==> src/rtl/dispatch_scheduler_if.sv <==
// Bundle-side, ROB-snoop and reservation-station ports of dispatch_scheduler.
// master = instruction buffer / ROB / unit side, slave = the scheduler.
interface dispatch_scheduler_if #(
  parameter int SLOTS = 4,
  parameter int DW    = 16,
  parameter int TW    = 4
);
  logic                      ib_valid;
  logic                      ib_ready;
  logic [SLOTS-1:0]          ib_slot_valid;
  logic [4*SLOTS-1:0]        ib_opcode;
  logic [SLOTS-1:0]          ib_a_valid;
  logic [SLOTS-1:0]          ib_b_valid;
  logic [DW*SLOTS-1:0]       ib_a_value;
  logic [DW*SLOTS-1:0]       ib_b_value;
  logic [TW*SLOTS-1:0]       ib_a_owner;
  logic [TW*SLOTS-1:0]       ib_b_owner;
  logic [TW*SLOTS-1:0]       ib_rt;
  logic [(2**TW)-1:0]        rob_output_valid;
  logic [DW*(2**TW)-1:0]     rob_output_values;
  logic                      fxu_0_full, fxu_1_full, lsu_full, branch_full;

  logic                      fxu0_valid, fxu1_valid, lsu_valid, br_valid;
  logic [3:0]                fxu0_opcode, fxu1_opcode, lsu_opcode, br_opcode;
  logic                      fxu0_a_valid, fxu1_a_valid, lsu_a_valid, br_a_valid;
  logic                      fxu0_b_valid, fxu1_b_valid, lsu_b_valid, br_b_valid;
  logic [DW-1:0]             fxu0_a_value, fxu1_a_value, lsu_a_value, br_a_value;
  logic [DW-1:0]             fxu0_b_value, fxu1_b_value, lsu_b_value, br_b_value;
  logic [TW-1:0]             fxu0_a_owner, fxu1_a_owner, lsu_a_owner, br_a_owner;
  logic [TW-1:0]             fxu0_b_owner, fxu1_b_owner, lsu_b_owner, br_b_owner;
  logic [TW-1:0]             fxu0_rt, fxu1_rt, lsu_rt, br_rt;
  logic [15:0]               stall_cycles;

  modport master (
    output ib_valid, ib_slot_valid, ib_opcode, ib_a_valid, ib_b_valid,
           ib_a_value, ib_b_value, ib_a_owner, ib_b_owner, ib_rt,
           rob_output_valid, rob_output_values,
           fxu_0_full, fxu_1_full, lsu_full, branch_full,
    input  ib_ready,
           fxu0_valid, fxu1_valid, lsu_valid, br_valid,
           fxu0_opcode, fxu1_opcode, lsu_opcode, br_opcode,
           fxu0_a_valid, fxu1_a_valid, lsu_a_valid, br_a_valid,
           fxu0_b_valid, fxu1_b_valid, lsu_b_valid, br_b_valid,
           fxu0_a_value, fxu1_a_value, lsu_a_value, br_a_value,
           fxu0_b_value, fxu1_b_value, lsu_b_value, br_b_value,
           fxu0_a_owner, fxu1_a_owner, lsu_a_owner, br_a_owner,
           fxu0_b_owner, fxu1_b_owner, lsu_b_owner, br_b_owner,
           fxu0_rt, fxu1_rt, lsu_rt, br_rt, stall_cycles
  );

  modport slave (
    input  ib_valid, ib_slot_valid, ib_opcode, ib_a_valid, ib_b_valid,
           ib_a_value, ib_b_value, ib_a_owner, ib_b_owner, ib_rt,
           rob_output_valid, rob_output_values,
           fxu_0_full, fxu_1_full, lsu_full, branch_full,
    output ib_ready,
           fxu0_valid, fxu1_valid, lsu_valid, br_valid,
           fxu0_opcode, fxu1_opcode, lsu_opcode, br_opcode,
           fxu0_a_valid, fxu1_a_valid, lsu_a_valid, br_a_valid,
           fxu0_b_valid, fxu1_b_valid, lsu_b_valid, br_b_valid,
           fxu0_a_value, fxu1_a_value, lsu_a_value, br_a_value,
           fxu0_b_value, fxu1_b_value, lsu_b_value, br_b_value,
           fxu0_a_owner, fxu1_a_owner, lsu_a_owner, br_a_owner,
           fxu0_b_owner, fxu1_b_owner, lsu_b_owner, br_b_owner,
           fxu0_rt, fxu1_rt, lsu_rt, br_rt, stall_cycles
  );
endinterface

==> src/rtl/dispatch_scheduler.sv <==
// In-order 4-slot dispatch scheduler: steers one held bundle to FXU0/FXU1/LSU/branch.
// Define DISPATCH_SCHED_WAKEUP_EN to enable ROB result snoop and same-cycle operand bypass.
//
//   state   | meaning
//   --------+-------------------------------------------------
//   S_EMPTY | no bundle held, ib_ready=1
//   S_HOLD  | bundle held, pending slots being dispatched in order
module dispatch_scheduler #(
  parameter int SLOTS = 4,
  parameter int DW    = 16,
  parameter int TW    = 4
) (
  input logic                clk,
  input logic                rst_n,
  dispatch_scheduler_if.slave bus
);
  localparam int SW = (SLOTS > 1) ? $clog2(SLOTS) : 1;
  localparam int NU = 4;

  typedef enum logic {S_EMPTY, S_HOLD} state_t;

  state_t            state_q, state_d;
  logic [SLOTS-1:0]  pend_q, pend_d, issue;
  logic [3:0]        op_q   [SLOTS];
  logic [SLOTS-1:0]  av_q, bv_q, av_e, bv_e;
  logic [DW-1:0]     aval_q [SLOTS];
  logic [DW-1:0]     bval_q [SLOTS];
  logic [DW-1:0]     aval_e [SLOTS];
  logic [DW-1:0]     bval_e [SLOTS];
  logic [TW-1:0]     aown_q [SLOTS];
  logic [TW-1:0]     bown_q [SLOTS];
  logic [TW-1:0]     rt_q   [SLOTS];
  logic              rr_q, rr_d;
  logic [15:0]       stall_q;

  logic [NU-1:0]     gnt;
  logic [SW-1:0]     gslot [NU];
  logic              blocked, fxu_any, first_fxu, pref, sel;
  logic [1:0]        fx_free;
  logic              accept;

  assign accept       = (state_q == S_EMPTY) && bus.ib_valid;
  assign bus.ib_ready = (state_q == S_EMPTY);

  // Effective operands: held copy, optionally overlaid with a ROB result this cycle
  always_comb begin
    for (int i = 0; i < SLOTS; i++) begin
      av_e[i]   = av_q[i];
      bv_e[i]   = bv_q[i];
      aval_e[i] = aval_q[i];
      bval_e[i] = bval_q[i];
`ifdef DISPATCH_SCHED_WAKEUP_EN
      if (!av_q[i] && bus.rob_output_valid[aown_q[i]]) begin
        av_e[i]   = 1'b1;
        aval_e[i] = bus.rob_output_values[int'(aown_q[i])*DW +: DW];
      end
      if (!bv_q[i] && bus.rob_output_valid[bown_q[i]]) begin
        bv_e[i]   = 1'b1;
        bval_e[i] = bus.rob_output_values[int'(bown_q[i])*DW +: DW];
      end
`endif
    end
  end

`ifndef DISPATCH_SCHED_WAKEUP_EN
  logic unused_rob;
  assign unused_rob = ^{bus.rob_output_valid, bus.rob_output_values};
`endif

  // In-order scan: units 0..3 = FXU0, FXU1, LSU, branch
  always_comb begin
    issue     = '0;
    gnt       = '0;
    for (int u = 0; u < NU; u++) gslot[u] = '0;
    rr_d      = rr_q;
    blocked   = 1'b0;
    fxu_any   = 1'b0;
    first_fxu = 1'b0;
    pref      = 1'b0;
    sel       = 1'b0;
    fx_free   = 2'b00;
    if (state_q == S_HOLD) begin
      for (int i = 0; i < SLOTS; i++) begin
        if (pend_q[i] && !blocked) begin
          if (!op_q[i][3]) begin
            fx_free = {!gnt[1] && !bus.fxu_1_full, !gnt[0] && !bus.fxu_0_full};
            pref    = fxu_any ? !first_fxu : rr_q;
            if (fx_free[pref]) begin
              sel = pref;
            end else if (fx_free[!pref]) begin
              sel = !pref;
            end else begin
              blocked = 1'b1;
            end
            if (!blocked) begin
              if (sel) begin
                gnt[1]   = 1'b1;
                gslot[1] = SW'(i);
              end else begin
                gnt[0]   = 1'b1;
                gslot[0] = SW'(i);
              end
              if (!fxu_any) first_fxu = sel;
              fxu_any  = 1'b1;
              rr_d     = !sel;
              issue[i] = 1'b1;
            end
          end else if (op_q[i][3:1] == 3'b100) begin
            if (!gnt[2] && !bus.lsu_full) begin
              gnt[2]   = 1'b1;
              gslot[2] = SW'(i);
              issue[i] = 1'b1;
            end else begin
              blocked = 1'b1;
            end
          end else if (op_q[i] <= 4'hD) begin
            if (!gnt[3] && !bus.branch_full) begin
              gnt[3]   = 1'b1;
              gslot[3] = SW'(i);
              issue[i] = 1'b1;
            end else begin
              blocked = 1'b1;
            end
          end else begin
            issue[i] = 1'b1;
          end
        end
      end
    end
  end

  always_comb begin
    state_d = state_q;
    pend_d  = pend_q;
    case (state_q)
      S_EMPTY: begin
        if (bus.ib_valid) begin
          pend_d = bus.ib_slot_valid;
          if (|bus.ib_slot_valid) state_d = S_HOLD;
        end
      end
      S_HOLD: begin
        pend_d = pend_q & ~issue;
        if (pend_d == '0) state_d = S_EMPTY;
      end
      default: begin
        state_d = S_EMPTY;
        pend_d  = '0;
      end
    endcase
  end

  always_ff @(posedge clk or negedge rst_n) begin
    if (!rst_n) begin
      state_q <= S_EMPTY;
      pend_q  <= '0;
      rr_q    <= 1'b0;
      stall_q <= '0;
      av_q    <= '0;
      bv_q    <= '0;
      for (int i = 0; i < SLOTS; i++) begin
        op_q[i]   <= '0;
        aval_q[i] <= '0;
        bval_q[i] <= '0;
        aown_q[i] <= '0;
        bown_q[i] <= '0;
        rt_q[i]   <= '0;
      end
    end else begin
      state_q <= state_d;
      pend_q  <= pend_d;
      rr_q    <= rr_d;
      if (state_q == S_HOLD && issue == '0 && stall_q != 16'hFFFF)
        stall_q <= stall_q + 16'd1;
      if (accept) begin
        av_q <= bus.ib_a_valid;
        bv_q <= bus.ib_b_valid;
        for (int i = 0; i < SLOTS; i++) begin
          op_q[i]   <= bus.ib_opcode[4*i +: 4];
          aval_q[i] <= bus.ib_a_value[DW*i +: DW];
          bval_q[i] <= bus.ib_b_value[DW*i +: DW];
          aown_q[i] <= bus.ib_a_owner[TW*i +: TW];
          bown_q[i] <= bus.ib_b_owner[TW*i +: TW];
          rt_q[i]   <= bus.ib_rt[TW*i +: TW];
        end
      end else if (state_q == S_HOLD) begin
        av_q <= av_e;
        bv_q <= bv_e;
        for (int i = 0; i < SLOTS; i++) begin
          aval_q[i] <= aval_e[i];
          bval_q[i] <= bval_e[i];
        end
      end
    end
  end

  assign bus.stall_cycles = stall_q;

  assign bus.fxu0_valid   = gnt[0];
  assign bus.fxu0_opcode  = op_q[gslot[0]];
  assign bus.fxu0_a_valid = av_e[gslot[0]];
  assign bus.fxu0_b_valid = bv_e[gslot[0]];
  assign bus.fxu0_a_value = aval_e[gslot[0]];
  assign bus.fxu0_b_value = bval_e[gslot[0]];
  assign bus.fxu0_a_owner = aown_q[gslot[0]];
  assign bus.fxu0_b_owner = bown_q[gslot[0]];
  assign bus.fxu0_rt      = rt_q[gslot[0]];

  assign bus.fxu1_valid   = gnt[1];
  assign bus.fxu1_opcode  = op_q[gslot[1]];
  assign bus.fxu1_a_valid = av_e[gslot[1]];
  assign bus.fxu1_b_valid = bv_e[gslot[1]];
  assign bus.fxu1_a_value = aval_e[gslot[1]];
  assign bus.fxu1_b_value = bval_e[gslot[1]];
  assign bus.fxu1_a_owner = aown_q[gslot[1]];
  assign bus.fxu1_b_owner = bown_q[gslot[1]];
  assign bus.fxu1_rt      = rt_q[gslot[1]];

  assign bus.lsu_valid    = gnt[2];
  assign bus.lsu_opcode   = op_q[gslot[2]];
  assign bus.lsu_a_valid  = av_e[gslot[2]];
  assign bus.lsu_b_valid  = bv_e[gslot[2]];
  assign bus.lsu_a_value  = aval_e[gslot[2]];
  assign bus.lsu_b_value  = bval_e[gslot[2]];
  assign bus.lsu_a_owner  = aown_q[gslot[2]];
  assign bus.lsu_b_owner  = bown_q[gslot[2]];
  assign bus.lsu_rt       = rt_q[gslot[2]];

  assign bus.br_valid     = gnt[3];
  assign bus.br_opcode    = op_q[gslot[3]];
  assign bus.br_a_valid   = av_e[gslot[3]];
  assign bus.br_b_valid   = bv_e[gslot[3]];
  assign bus.br_a_value   = aval_e[gslot[3]];
  assign bus.br_b_value   = bval_e[gslot[3]];
  assign bus.br_a_owner   = aown_q[gslot[3]];
  assign bus.br_b_owner   = bown_q[gslot[3]];
  assign bus.br_rt        = rt_q[gslot[3]];
endmodule

==> src/flat_wrapper.sv <==
// flat-port wrapper written by rule: the top's interface ports become plain ports
module dispatch_scheduler_flat 
#(
  parameter int SLOTS = 4,
  parameter int DW    = 16,
  parameter int TW    = 4
)
  (clk, rst_n, bus_ib_valid, bus_ib_slot_valid, bus_ib_opcode, bus_ib_a_valid, bus_ib_b_valid, bus_ib_a_value, bus_ib_b_value, bus_ib_a_owner, bus_ib_b_owner, bus_ib_rt, bus_rob_output_valid, bus_rob_output_values, bus_fxu_0_full, bus_fxu_1_full, bus_lsu_full, bus_branch_full, bus_ib_ready, bus_fxu0_valid, bus_fxu1_valid, bus_lsu_valid, bus_br_valid, bus_fxu0_opcode, bus_fxu1_opcode, bus_lsu_opcode, bus_br_opcode, bus_fxu0_a_valid, bus_fxu1_a_valid, bus_lsu_a_valid, bus_br_a_valid, bus_fxu0_b_valid, bus_fxu1_b_valid, bus_lsu_b_valid, bus_br_b_valid, bus_fxu0_a_value, bus_fxu1_a_value, bus_lsu_a_value, bus_br_a_value, bus_fxu0_b_value, bus_fxu1_b_value, bus_lsu_b_value, bus_br_b_value, bus_fxu0_a_owner, bus_fxu1_a_owner, bus_lsu_a_owner, bus_br_a_owner, bus_fxu0_b_owner, bus_fxu1_b_owner, bus_lsu_b_owner, bus_br_b_owner, bus_fxu0_rt, bus_fxu1_rt, bus_lsu_rt, bus_br_rt, bus_stall_cycles);
  dispatch_scheduler_if #(.SLOTS(SLOTS), .DW(DW), .TW(TW)) bus_i ();
  input logic clk;
  input logic rst_n;
  input wire logic [$bits(bus_i.ib_valid)-1:0] bus_ib_valid;
  input wire logic [$bits(bus_i.ib_slot_valid)-1:0] bus_ib_slot_valid;
  input wire logic [$bits(bus_i.ib_opcode)-1:0] bus_ib_opcode;
  input wire logic [$bits(bus_i.ib_a_valid)-1:0] bus_ib_a_valid;
  input wire logic [$bits(bus_i.ib_b_valid)-1:0] bus_ib_b_valid;
  input wire logic [$bits(bus_i.ib_a_value)-1:0] bus_ib_a_value;
  input wire logic [$bits(bus_i.ib_b_value)-1:0] bus_ib_b_value;
  input wire logic [$bits(bus_i.ib_a_owner)-1:0] bus_ib_a_owner;
  input wire logic [$bits(bus_i.ib_b_owner)-1:0] bus_ib_b_owner;
  input wire logic [$bits(bus_i.ib_rt)-1:0] bus_ib_rt;
  input wire logic [$bits(bus_i.rob_output_valid)-1:0] bus_rob_output_valid;
  input wire logic [$bits(bus_i.rob_output_values)-1:0] bus_rob_output_values;
  input wire logic [$bits(bus_i.fxu_0_full)-1:0] bus_fxu_0_full;
  input wire logic [$bits(bus_i.fxu_1_full)-1:0] bus_fxu_1_full;
  input wire logic [$bits(bus_i.lsu_full)-1:0] bus_lsu_full;
  input wire logic [$bits(bus_i.branch_full)-1:0] bus_branch_full;
  output wire logic [$bits(bus_i.ib_ready)-1:0] bus_ib_ready;
  output wire logic [$bits(bus_i.fxu0_valid)-1:0] bus_fxu0_valid;
  output wire logic [$bits(bus_i.fxu1_valid)-1:0] bus_fxu1_valid;
  output wire logic [$bits(bus_i.lsu_valid)-1:0] bus_lsu_valid;
  output wire logic [$bits(bus_i.br_valid)-1:0] bus_br_valid;
  output wire logic [$bits(bus_i.fxu0_opcode)-1:0] bus_fxu0_opcode;
  output wire logic [$bits(bus_i.fxu1_opcode)-1:0] bus_fxu1_opcode;
  output wire logic [$bits(bus_i.lsu_opcode)-1:0] bus_lsu_opcode;
  output wire logic [$bits(bus_i.br_opcode)-1:0] bus_br_opcode;
  output wire logic [$bits(bus_i.fxu0_a_valid)-1:0] bus_fxu0_a_valid;
  output wire logic [$bits(bus_i.fxu1_a_valid)-1:0] bus_fxu1_a_valid;
  output wire logic [$bits(bus_i.lsu_a_valid)-1:0] bus_lsu_a_valid;
  output wire logic [$bits(bus_i.br_a_valid)-1:0] bus_br_a_valid;
  output wire logic [$bits(bus_i.fxu0_b_valid)-1:0] bus_fxu0_b_valid;
  output wire logic [$bits(bus_i.fxu1_b_valid)-1:0] bus_fxu1_b_valid;
  output wire logic [$bits(bus_i.lsu_b_valid)-1:0] bus_lsu_b_valid;
  output wire logic [$bits(bus_i.br_b_valid)-1:0] bus_br_b_valid;
  output wire logic [$bits(bus_i.fxu0_a_value)-1:0] bus_fxu0_a_value;
  output wire logic [$bits(bus_i.fxu1_a_value)-1:0] bus_fxu1_a_value;
  output wire logic [$bits(bus_i.lsu_a_value)-1:0] bus_lsu_a_value;
  output wire logic [$bits(bus_i.br_a_value)-1:0] bus_br_a_value;
  output wire logic [$bits(bus_i.fxu0_b_value)-1:0] bus_fxu0_b_value;
  output wire logic [$bits(bus_i.fxu1_b_value)-1:0] bus_fxu1_b_value;
  output wire logic [$bits(bus_i.lsu_b_value)-1:0] bus_lsu_b_value;
  output wire logic [$bits(bus_i.br_b_value)-1:0] bus_br_b_value;
  output wire logic [$bits(bus_i.fxu0_a_owner)-1:0] bus_fxu0_a_owner;
  output wire logic [$bits(bus_i.fxu1_a_owner)-1:0] bus_fxu1_a_owner;
  output wire logic [$bits(bus_i.lsu_a_owner)-1:0] bus_lsu_a_owner;
  output wire logic [$bits(bus_i.br_a_owner)-1:0] bus_br_a_owner;
  output wire logic [$bits(bus_i.fxu0_b_owner)-1:0] bus_fxu0_b_owner;
  output wire logic [$bits(bus_i.fxu1_b_owner)-1:0] bus_fxu1_b_owner;
  output wire logic [$bits(bus_i.lsu_b_owner)-1:0] bus_lsu_b_owner;
  output wire logic [$bits(bus_i.br_b_owner)-1:0] bus_br_b_owner;
  output wire logic [$bits(bus_i.fxu0_rt)-1:0] bus_fxu0_rt;
  output wire logic [$bits(bus_i.fxu1_rt)-1:0] bus_fxu1_rt;
  output wire logic [$bits(bus_i.lsu_rt)-1:0] bus_lsu_rt;
  output wire logic [$bits(bus_i.br_rt)-1:0] bus_br_rt;
  output wire logic [$bits(bus_i.stall_cycles)-1:0] bus_stall_cycles;
  assign bus_i.ib_valid = bus_ib_valid;
  assign bus_i.ib_slot_valid = bus_ib_slot_valid;
  assign bus_i.ib_opcode = bus_ib_opcode;
  assign bus_i.ib_a_valid = bus_ib_a_valid;
  assign bus_i.ib_b_valid = bus_ib_b_valid;
  assign bus_i.ib_a_value = bus_ib_a_value;
  assign bus_i.ib_b_value = bus_ib_b_value;
  assign bus_i.ib_a_owner = bus_ib_a_owner;
  assign bus_i.ib_b_owner = bus_ib_b_owner;
  assign bus_i.ib_rt = bus_ib_rt;
  assign bus_i.rob_output_valid = bus_rob_output_valid;
  assign bus_i.rob_output_values = bus_rob_output_values;
  assign bus_i.fxu_0_full = bus_fxu_0_full;
  assign bus_i.fxu_1_full = bus_fxu_1_full;
  assign bus_i.lsu_full = bus_lsu_full;
  assign bus_i.branch_full = bus_branch_full;
  assign bus_ib_ready = bus_i.ib_ready;
  assign bus_fxu0_valid = bus_i.fxu0_valid;
  assign bus_fxu1_valid = bus_i.fxu1_valid;
  assign bus_lsu_valid = bus_i.lsu_valid;
  assign bus_br_valid = bus_i.br_valid;
  assign bus_fxu0_opcode = bus_i.fxu0_opcode;
  assign bus_fxu1_opcode = bus_i.fxu1_opcode;
  assign bus_lsu_opcode = bus_i.lsu_opcode;
  assign bus_br_opcode = bus_i.br_opcode;
  assign bus_fxu0_a_valid = bus_i.fxu0_a_valid;
  assign bus_fxu1_a_valid = bus_i.fxu1_a_valid;
  assign bus_lsu_a_valid = bus_i.lsu_a_valid;
  assign bus_br_a_valid = bus_i.br_a_valid;
  assign bus_fxu0_b_valid = bus_i.fxu0_b_valid;
  assign bus_fxu1_b_valid = bus_i.fxu1_b_valid;
  assign bus_lsu_b_valid = bus_i.lsu_b_valid;
  assign bus_br_b_valid = bus_i.br_b_valid;
  assign bus_fxu0_a_value = bus_i.fxu0_a_value;
  assign bus_fxu1_a_value = bus_i.fxu1_a_value;
  assign bus_lsu_a_value = bus_i.lsu_a_value;
  assign bus_br_a_value = bus_i.br_a_value;
  assign bus_fxu0_b_value = bus_i.fxu0_b_value;
  assign bus_fxu1_b_value = bus_i.fxu1_b_value;
  assign bus_lsu_b_value = bus_i.lsu_b_value;
  assign bus_br_b_value = bus_i.br_b_value;
  assign bus_fxu0_a_owner = bus_i.fxu0_a_owner;
  assign bus_fxu1_a_owner = bus_i.fxu1_a_owner;
  assign bus_lsu_a_owner = bus_i.lsu_a_owner;
  assign bus_br_a_owner = bus_i.br_a_owner;
  assign bus_fxu0_b_owner = bus_i.fxu0_b_owner;
  assign bus_fxu1_b_owner = bus_i.fxu1_b_owner;
  assign bus_lsu_b_owner = bus_i.lsu_b_owner;
  assign bus_br_b_owner = bus_i.br_b_owner;
  assign bus_fxu0_rt = bus_i.fxu0_rt;
  assign bus_fxu1_rt = bus_i.fxu1_rt;
  assign bus_lsu_rt = bus_i.lsu_rt;
  assign bus_br_rt = bus_i.br_rt;
  assign bus_stall_cycles = bus_i.stall_cycles;
  dispatch_scheduler #(.SLOTS(SLOTS), .DW(DW), .TW(TW)) u_core (.clk(clk), .rst_n(rst_n), .bus(bus_i));
endmodule
==> config.mk <==
export PLATFORM = sky130hd
export DESIGN_NAME = dispatch_scheduler_flat
export DESIGN_NICKNAME = d
export VERILOG_FILES = /design/src/rtl/dispatch_scheduler_if.sv /design/src/rtl/dispatch_scheduler.sv /design/src/flat_wrapper.sv
export SDC_FILE = /design/constraint.sdc
export NUM_CORES = 1
export LEC_CHECK = 0
export ABC_CLOCK_PERIOD_IN_PS = 4600
export BUFFER_PORTS_ARGS = -buffer_cell sky130_fd_sc_hd__buf_2
export CORE_AREA = 3 3 276 278
export CTS_CLUSTER_DIAMETER = 60
export CTS_CLUSTER_SIZE = 16
export DETAILED_ROUTE_END_ITERATION = 6
export DIE_AREA = 0 0 279 281
export GPL_TIMING_DRIVEN = 0
export HOLD_SLACK_MARGIN = 0.03
export PLACE_DENSITY = 0.51
export SYNTH_ARGS = -nofsm -noshare
export SYNTH_HDL_FRONTEND = slang
export SYNTH_SLANG_ARGS = --single-unit
==> constraint.sdc <==
create_clock -name clk -period 4.6 [get_ports clk]
set_clock_uncertainty 0.2 [all_clocks]
set_input_delay 0.92 -clock clk [delete_from_list [all_inputs] [get_ports clk]]
set_output_delay 0.92 -clock clk [all_outputs]
set_load 0.005 [all_outputs]
==> impl_metrics.env, run 1 <==
export IMPL_seq_area_frac_synth=0.3591
export IMPL_drcViolationCount=0
export IMPL_tritoncts_num_sinks=222
export IMPL_crit_end_category="primary output"
export IMPL_final_max_slew_viol_count=0
export IMPL_grt_setup_unrepaired="yes"
export IMPL_placement_io_buffers=429
export IMPL_area_of_the_multi_input_gates_mm2=0.01114
export IMPL_cts_inserted_buffers=37
export IMPL_setup_viol_count_final=202
export IMPL_dieArea_mm2=0.07840
export IMPL_clock_fmax_mhz=195.6
export IMPL_ant_nets=0
export IMPL_core_area_mm2=0.07420
export IMPL_worst_hold_startpoint="u_core.bus.stall_cycles[11]"
export IMPL_slew_headroom=0.1442
export IMPL_worstReg2RegStart="u_core.state_q"
export IMPL_synth_seq_cells=222
export IMPL_ys_types=70
export IMPL_finalWorstSetupSlack_ns=-0.5122
export IMPL_asyncSetResetFlopFracSynth=1.000
export IMPL_cts_reportedPaths_clkPinSlew_ns=0.06
export IMPL_cts_tree="done"
export IMPL_worst_slew_pin_transition_ns=1.284
export IMPL_overflow=0
export IMPL_synthesis_area_mm2=0.01547
export IMPL_fp_row_count=100
export IMPL_p_seq_frac=0.250
export IMPL_power_mw=18.79
export IMPL_gr_max_usage_layer="met2"
export IMPL_die_height_um=281
export IMPL_cts_buffer_depth=3
export IMPL_dieWidth_um=279
export IMPL_timing_hold_worst_path_depth=1
export IMPL_worst_ir_drop_vdd_v=0.0003244
export IMPL_cpLargestDelayFamily="simple AND/OR/NAND/NOR gates"
export IMPL_initial_antenna_violation_count=14
export IMPL_most_common_layout_cells="423 x buf_2, 219 x mux2i_1, 215 x dfrtp_1, 199 x mux2_2, 91 x o22ai_1"
export IMPL_groute_layer_met3_usage=0.05948
export IMPL_initial_util=0.2085
export IMPL_first_global_vias=17220
export IMPL_postSynthNetCount=2008
export IMPL_power_net_switching_mw=8.562
export IMPL_grt_pass1_wl_mm=126.5
export IMPL_wl_per_cell_um=29.18
export IMPL_ys_top_cells_by_area="dfrtp_1 36%, mux2i_1 15%, mux2_2 15%"
export IMPL_gr_usage_met2=0.3719
export IMPL_critical_path_max_stage_delay_ns=0.46
export IMPL_drive_above_1_share=0.5436
export IMPL_commonest_non_fill_non_tap_cell_in_the_layout="buf_2"
export IMPL_cts_root_buffer_cell="clkbuf_16"
export IMPL_worstHoldPathType="flip-flop to flip-flop"
export IMPL_synthDominantAreaCellType="dfrtp_1"
export IMPL_worst_path_max_delay_cell="or3_4"
export IMPL_switching_share=0.4557
export IMPL_htree_num_levels=2
export IMPL_power_leakage_nw=10.51
export IMPL_postSynthCellCount=1524
export IMPL_seq_cell_area_mm2=0.005564
export IMPL_routed_wirelength_mm=90.94
export IMPL_cap_violations=0
export IMPL_final_nets=2599
export IMPL_holdWs_ns=0.2875
export IMPL_run_status="complete, but fails checks"
export IMPL_critical_path_startpoint_type="input pin"
export IMPL_cp_max_fo=8
export IMPL_vias=16480
export IMPL_sink_of_the_worst_hold_path="u_core.bus.stall_cycles[11]"
export IMPL_drtPass1Iterations=5
export IMPL_cell_pwr_density_mw_per_mm2=768.3
export IMPL_synth_warning_count=0
export IMPL_critPathKind="input pin to primary output"
export IMPL_yosys_most_used_dff="dfrtp_1"
export IMPL_hold_viol_final=0
export IMPL_fin_crit_sh=1.111
export IMPL_globalRouteTotalUtil=0.2221
export IMPL_cp_cell_sequence="clkbuf_4, or3b_4, and3_4, o21ai_2, a221oi_4, o21a_4, o31a_1, or3_4, buf_16, buf_12, mux2i_1, mux2i_2, buf_2"
export IMPL_dr_first_iter_drc_count=1345
export IMPL_internal_power_of_the_cells_mw=10.23
export IMPL_clk_insertion_delay_late_ns=0.56
export IMPL_global_route_track_usage_on_met1=0.2743
export IMPL_pwr_share_comb=0.579
export IMPL_failing_checks="negative setup slack"
export IMPL_clockPowerShare=0.171
export IMPL_gpl_final_weighted_congestion=0.8949
export IMPL_maximum_number_of_pins_on_one_net_before_global_route_repair=106
export IMPL_final_critical_path_required_period_ns=5.112
export IMPL_cp_required_ns=3.48
export IMPL_dpl_worst_slack_ns=-1.950
export IMPL_final_fill_count=7592
export IMPL_synth_edf_count=0
export IMPL_synthDominantCellAreaShare=0.3591
export IMPL_regToRegEndpoint="u_core.bval_e[14]"
export IMPL_vias_per_instance=5.288
export IMPL_final_core_util=0.3296
export IMPL_reg2reg_setup_slack_ns=0.92
export IMPL_crit_buf_inv=4
export IMPL_ios=704
export IMPL_arrival_ns=3.99
export IMPL_area_growth_synth_to_final_pct=58.08
export IMPL_reg2reg_depth=6
export IMPL_dp_hpwl_mm=63.83
export IMPL_setup_tns_final_ns=-52.95
export IMPL_syn_area_per_cell_um2=10.15
## through the flow
stage | area [um2] | instances
final | 24450 | 3116
after global routing | 24450 | 3113
after CTS | 23750 | 3098
after detailed placement | 18910 | 2925
after global placement | 18830 | 2922
after floorplan | 15470 | 1524
## power by group through the flow
stage	Combinational (mW)	Clock, mW	Sequential [mW]
2_1_floorplan	4.76	0	3.83
3_3_place_gp	8.31	0	4.29
3_5_place_dp	8.40	0	4.37
4_1_cts	10.4	3.28	4.51
5_1_grt	11.5	3.37	4.83
6_report	10.9	3.21	4.70
## worst reg2reg max path, cell delays in order (launching register included)
cell	delay, ns
dfrtp_1	0.36
clkbuf_1	0.30
nor2b_1	0.26
clkbuf_1	0.38
clkbuf_1	0.66
clkbuf_1	0.95
mux2_2	0.43
## worst max-delay path by stage
stage | end | from | slack, ns | cells after the start
after floorplan | bus_lsu_a_value[0] | bus_lsu_full | 0.15 | 11
after detailed placement | bus_fxu1_a_owner[3] | bus_lsu_full | -1.95 | 12
after CTS | bus_lsu_b_value[3] | u_core.op_q[14] | -0.56 | 14
after global placement | bus_fxu0_opcode[0] | bus_fxu_1_full | -2.28 | 11
after global routing | bus_lsu_opcode[0] | u_core.pend_q[0] | -0.53 | 13
final | bus_lsu_opcode[0] | bus_lsu_full | -0.51 | 13
## flip-flops by register name, summed over array words and instances (netlist names)
name                     flops
u_core.av_e                  4
u_core.rr_q                  1
u_core.bown_q               16
u_core.aown_q               16
u_core.bus.stall_cycles     16
u_core.bval_e               64
u_core.bv_e                  4
u_core.aval_e               64
u_core.op_q                 16
u_core.state_q               1
u_core.rt_q                 16
u_core.pend_q                4
## synth_stat cells (4+ instances only)
cell type / number
mux2i_1: 239
dfrtp_1: 222
mux2_2: 200
o21ai_0: 110
clkbuf_1: 102
o22ai_1: 99
nor2_1: 65
or3_1: 52
a211oi_1: 50
nand3b_1: 50
a2bb2oi_1: 49
o22a_1: 49
buf_2: 27
nand2_1: 27
inv_1: 16
xnor2_1: 14
nand3_1: 12
nor3_1: 12
xor2_1: 10
buf_1: 9
nand4_1: 8
a21oi_1: 7
and3_1: 6
nand2b_1: 6
nor2b_1: 6
buf_6: 5
o21a_1: 4
## layer usage
layer  wire length, um  share of wire
met5                98         0.0011
met4              3426          0.038
met3              7136          0.078
met2             43110           0.47
met1             37170           0.41
## repair_timing
item	CTS	global route
endpoints found under the setup margin	203	202
setup buffers	96	22
hold endpoints to repair	31	0
resized for setup	563	171
pin swaps	34	27
cloned	12	2
hold buffers	1	0
## layout make-up
class	instances	share of cell area
multi-input cells	1140	0.4557
clock inverters	24	0.01668
clock buffers	43	0.04001
inverters	16	0.002456
flip-flops and latches	222	0.2275
plain buffers	138	0.05332
repair buffers	560	0.1543
diodes	4	0.0004093
well taps	969	0.04958
## kinds of logic (layout without fill, tap and decap cells)
| family | count (synthesis) | in the layout | synth area share |
|---|---|---|---|
| multiplexers | 441 | 441 | 0.3017 |
| AO/OA/AOI/OAI | 405 | 405 | 0.1813 |
| AND/OR/NAND/NOR | 268 | 268 | 0.09804 |
| flip-flops | 222 | 222 | 0.3591 |
| buffers and inverters | 162 | 781 | 0.04465 |
| XOR/XNOR | 24 | 24 | 0.01359 |
| adder cells (fa/ha/maj) | 2 | 2 | 0.001537 |
| other | 0 | 4 | 0 |
Power figures use the tool's default switching activity.
==> run 2, diff against run 1 <==
--- a/config.mk
+++ b/config.mk
@@ -5,7 +5,6 @@
 export SDC_FILE = /design/constraint.sdc
 export NUM_CORES = 1
 export LEC_CHECK = 0
-export ABC_CLOCK_PERIOD_IN_PS = 4600
 export BUFFER_PORTS_ARGS = -buffer_cell sky130_fd_sc_hd__buf_2
 export CORE_AREA = 3 3 276 278
 export CTS_CLUSTER_DIAMETER = 60
@@ -15,6 +14,7 @@
 export GPL_TIMING_DRIVEN = 0
 export HOLD_SLACK_MARGIN = 0.03
 export PLACE_DENSITY = 0.51
+export SKIP_LAST_GASP = 1
 export SYNTH_ARGS = -nofsm -noshare
 export SYNTH_HDL_FRONTEND = slang
 export SYNTH_SLANG_ARGS = --single-unit
==> run 2 against run 1 <==
The flow still finishes with violations (negative setup slack). Total power down 0.18%. Global-route usage hardly changed. Sequential share of layout area is 0.074 points higher. Die area stayed put. Register-to-register slack got worse by 0.06 ns. Clock-buffer cell count stayed put. Via count grew 0.65%. Critical endpoint unchanged.
==> impl_metrics.env, run 2 (synthesis gave the netlist of run 1 again) <==
export IMPL_cts_root_buffer_cell="clkbuf_16"
export IMPL_core_area_mm2=0.07420
export IMPL_drive_above_1_share=0.5401
export IMPL_dieArea_mm2=0.07840
export IMPL_final_fill_count=7598
export IMPL_globalRouteTotalUtil=0.2221
export IMPL_detailed_place_area_mm2=0.01891
export IMPL_critical_path_startpoint_type="input pin"
export IMPL_setup_viol_count_final=202
export IMPL_run_status="complete, but fails checks"
export IMPL_power_leakage_nw=10.50
export IMPL_dr_wl_met3_mm=7.763
export IMPL_wl_per_cell_um=29.23
export IMPL_dr_max_layer_used="met5"
export IMPL_initial_util=0.2085
export IMPL_first_global_vias=17200
export IMPL_fp_row_count=100
export IMPL_worst_ir_drop_vdd_v=0.0003211
export IMPL_clock_fmax_mhz=196.4
export IMPL_ios=704
export IMPL_worstHoldPathType="flip-flop to flip-flop"
export IMPL_initial_antenna_violation_count=14
export IMPL_ant_nets=0
export IMPL_met2_length_mm=42.95
export IMPL_dr_first_iter_drc_count=1492
export IMPL_numPlacedInstances=2925
export IMPL_final_max_slew_viol_count=0
export IMPL_drtPass1Iterations=5
export IMPL_clk_insertion_delay_late_ns=0.57
export IMPL_overflow=0
export IMPL_cts_buffer_depth=3
export IMPL_power_mw=18.75
export IMPL_routed_wirelength_mm=91.09
export IMPL_dpl_worst_slack_ns=-1.950
export IMPL_final_cells=3116
export IMPL_failing_checks="negative setup slack"
export IMPL_cp_required_ns=3.48
export IMPL_crit_end_category="primary output"
export IMPL_most_common_layout_cells="423 x buf_2, 222 x mux2i_1, 215 x dfrtp_1, 199 x mux2_2, 94 x o22ai_1"
export IMPL_critPathKind="input pin to primary output"
export IMPL_drcViolationCount=0
export IMPL_worst_slew_pin_transition_ns=1.295
export IMPL_vias=16580
export IMPL_holdWs_ns=0.2875
export IMPL_cts_reportedPaths_clkPinSlew_ns=0.06
export IMPL_met1Wirelength_mm=36.71
export IMPL_cp_max_fo=8
export IMPL_finalWorstSetupSlack_ns=-0.4904
export IMPL_area_growth_synth_to_final_pct=57.57
export IMPL_gpl_final_weighted_congestion=0.8949
export IMPL_die_height_um=281
export IMPL_hold_viol_final=0
export IMPL_cts_inserted_buffers=37
export IMPL_cell_pwr_density_mw_per_mm2=769.4
export IMPL_arrival_ns=3.97
export IMPL_final_critical_path_required_period_ns=5.090
export IMPL_dieWidth_um=279
export IMPL_final_core_util=0.3285
export IMPL_commonest_non_fill_non_tap_cell_in_the_layout="buf_2"
export IMPL_grt_pass1_wl_mm=126.6
export IMPL_cts_tree="done"
export IMPL_slew_headroom=0.1365
export IMPL_cap_violations=0
export IMPL_htree_num_levels=2
export IMPL_maximum_number_of_pins_on_one_net_before_global_route_repair=106
export IMPL_setup_tns_final_ns=-51.81
export IMPL_dp_hpwl_mm=63.83
export IMPL_tritoncts_num_sinks=222
export IMPL_vias_per_instance=5.322
export IMPL_fin_crit_sh=1.107
export IMPL_placement_io_buffers=429
export IMPL_final_nets=2598
export IMPL_post_route_cell_area_mm2=0.02437
export IMPL_grt_setup_unrepaired="yes"
run 2: cell count changes in the layout (fill, tap and decap cells not counted), moves of 2 or more:
cell	before	now
mux2i_4	6	4
mux2i_1	219	222
clkbuf_16	49	47
o22ai_2	7	4
o22ai_1	91	94
run 2: metal layers:
layer / global-route usage / vias to the layer above
met1: 0.2748 / 8401
met2: 0.3719 / 920
met5: 0 / -
met4: 0.08054 / 16
met3: 0.05923 / 216
li1: - / 7030
run 2: power breakdown:
group	switching (mW)	leakage (nW)	internal [mW]
logic	5.61	7.23	5.25
clock network	1.18	0.672	2.02
registers	1.77	2.60	2.92
total	8.56	10.5	10.2
run 2: area by class of cell:
type,count,area [um2],share of cell area
Antenna cell,5,12.51,0.0005133
Buffer,138,1271,0.05215
Clock buffer,43,978.4,0.04014
Clock inverter,24,407.9,0.01673
Inverter,16,60.06,0.002464
Multi-Input combinational cell,1140,11110,0.4557
Sequential cell,222,5564,0.2283
Tap cell,969,1212,0.04974
Timing Repair Buffer,559,3761,0.1543
run 2: worst paths after layout:
path,to,slack [ns],depth (start not counted),from
worst min-delay path,u_core.bus.stall_cycles[11],0.29,1,u_core.bus.stall_cycles[11]
worst min register to register,u_core.bus.stall_cycles[11],0.29,1,u_core.bus.stall_cycles[11]
worst max register to register,u_core.bval_e[14],0.86,6,u_core.state_q
min in group asynchronous,u_core.bown_q[5],0.62,2,rst_n
max in group asynchronous,u_core.aval_e[40],2.65,3,rst_n
worst max-delay path,bus_lsu_opcode[0],-0.49,13,bus_lsu_full
run 2: critical path, stage by stage:
cell,delay [ns]
clkbuf_4,0.17
or3b_4,0.41
and3_4,0.20
o21ai_2,0.20
a221oi_4,0.10
o21a_4,0.27
o31a_1,0.26
or3_4,0.46
buf_16,0.20
buf_12,0.15
mux2i_1,0.13
mux2i_2,0.30
buf_2,0.19
run 2: what timing repair did:
action | in CTS | in global routing
endpoints found under the setup margin | 203 | 202
gates cloned | 12 | 2
pin swaps | 34 | 27
hold buffers | 1 | 0
hold endpoints to repair | 31 | 0
setup buffers | 96 | 21
gates resized for setup | 556 | 166
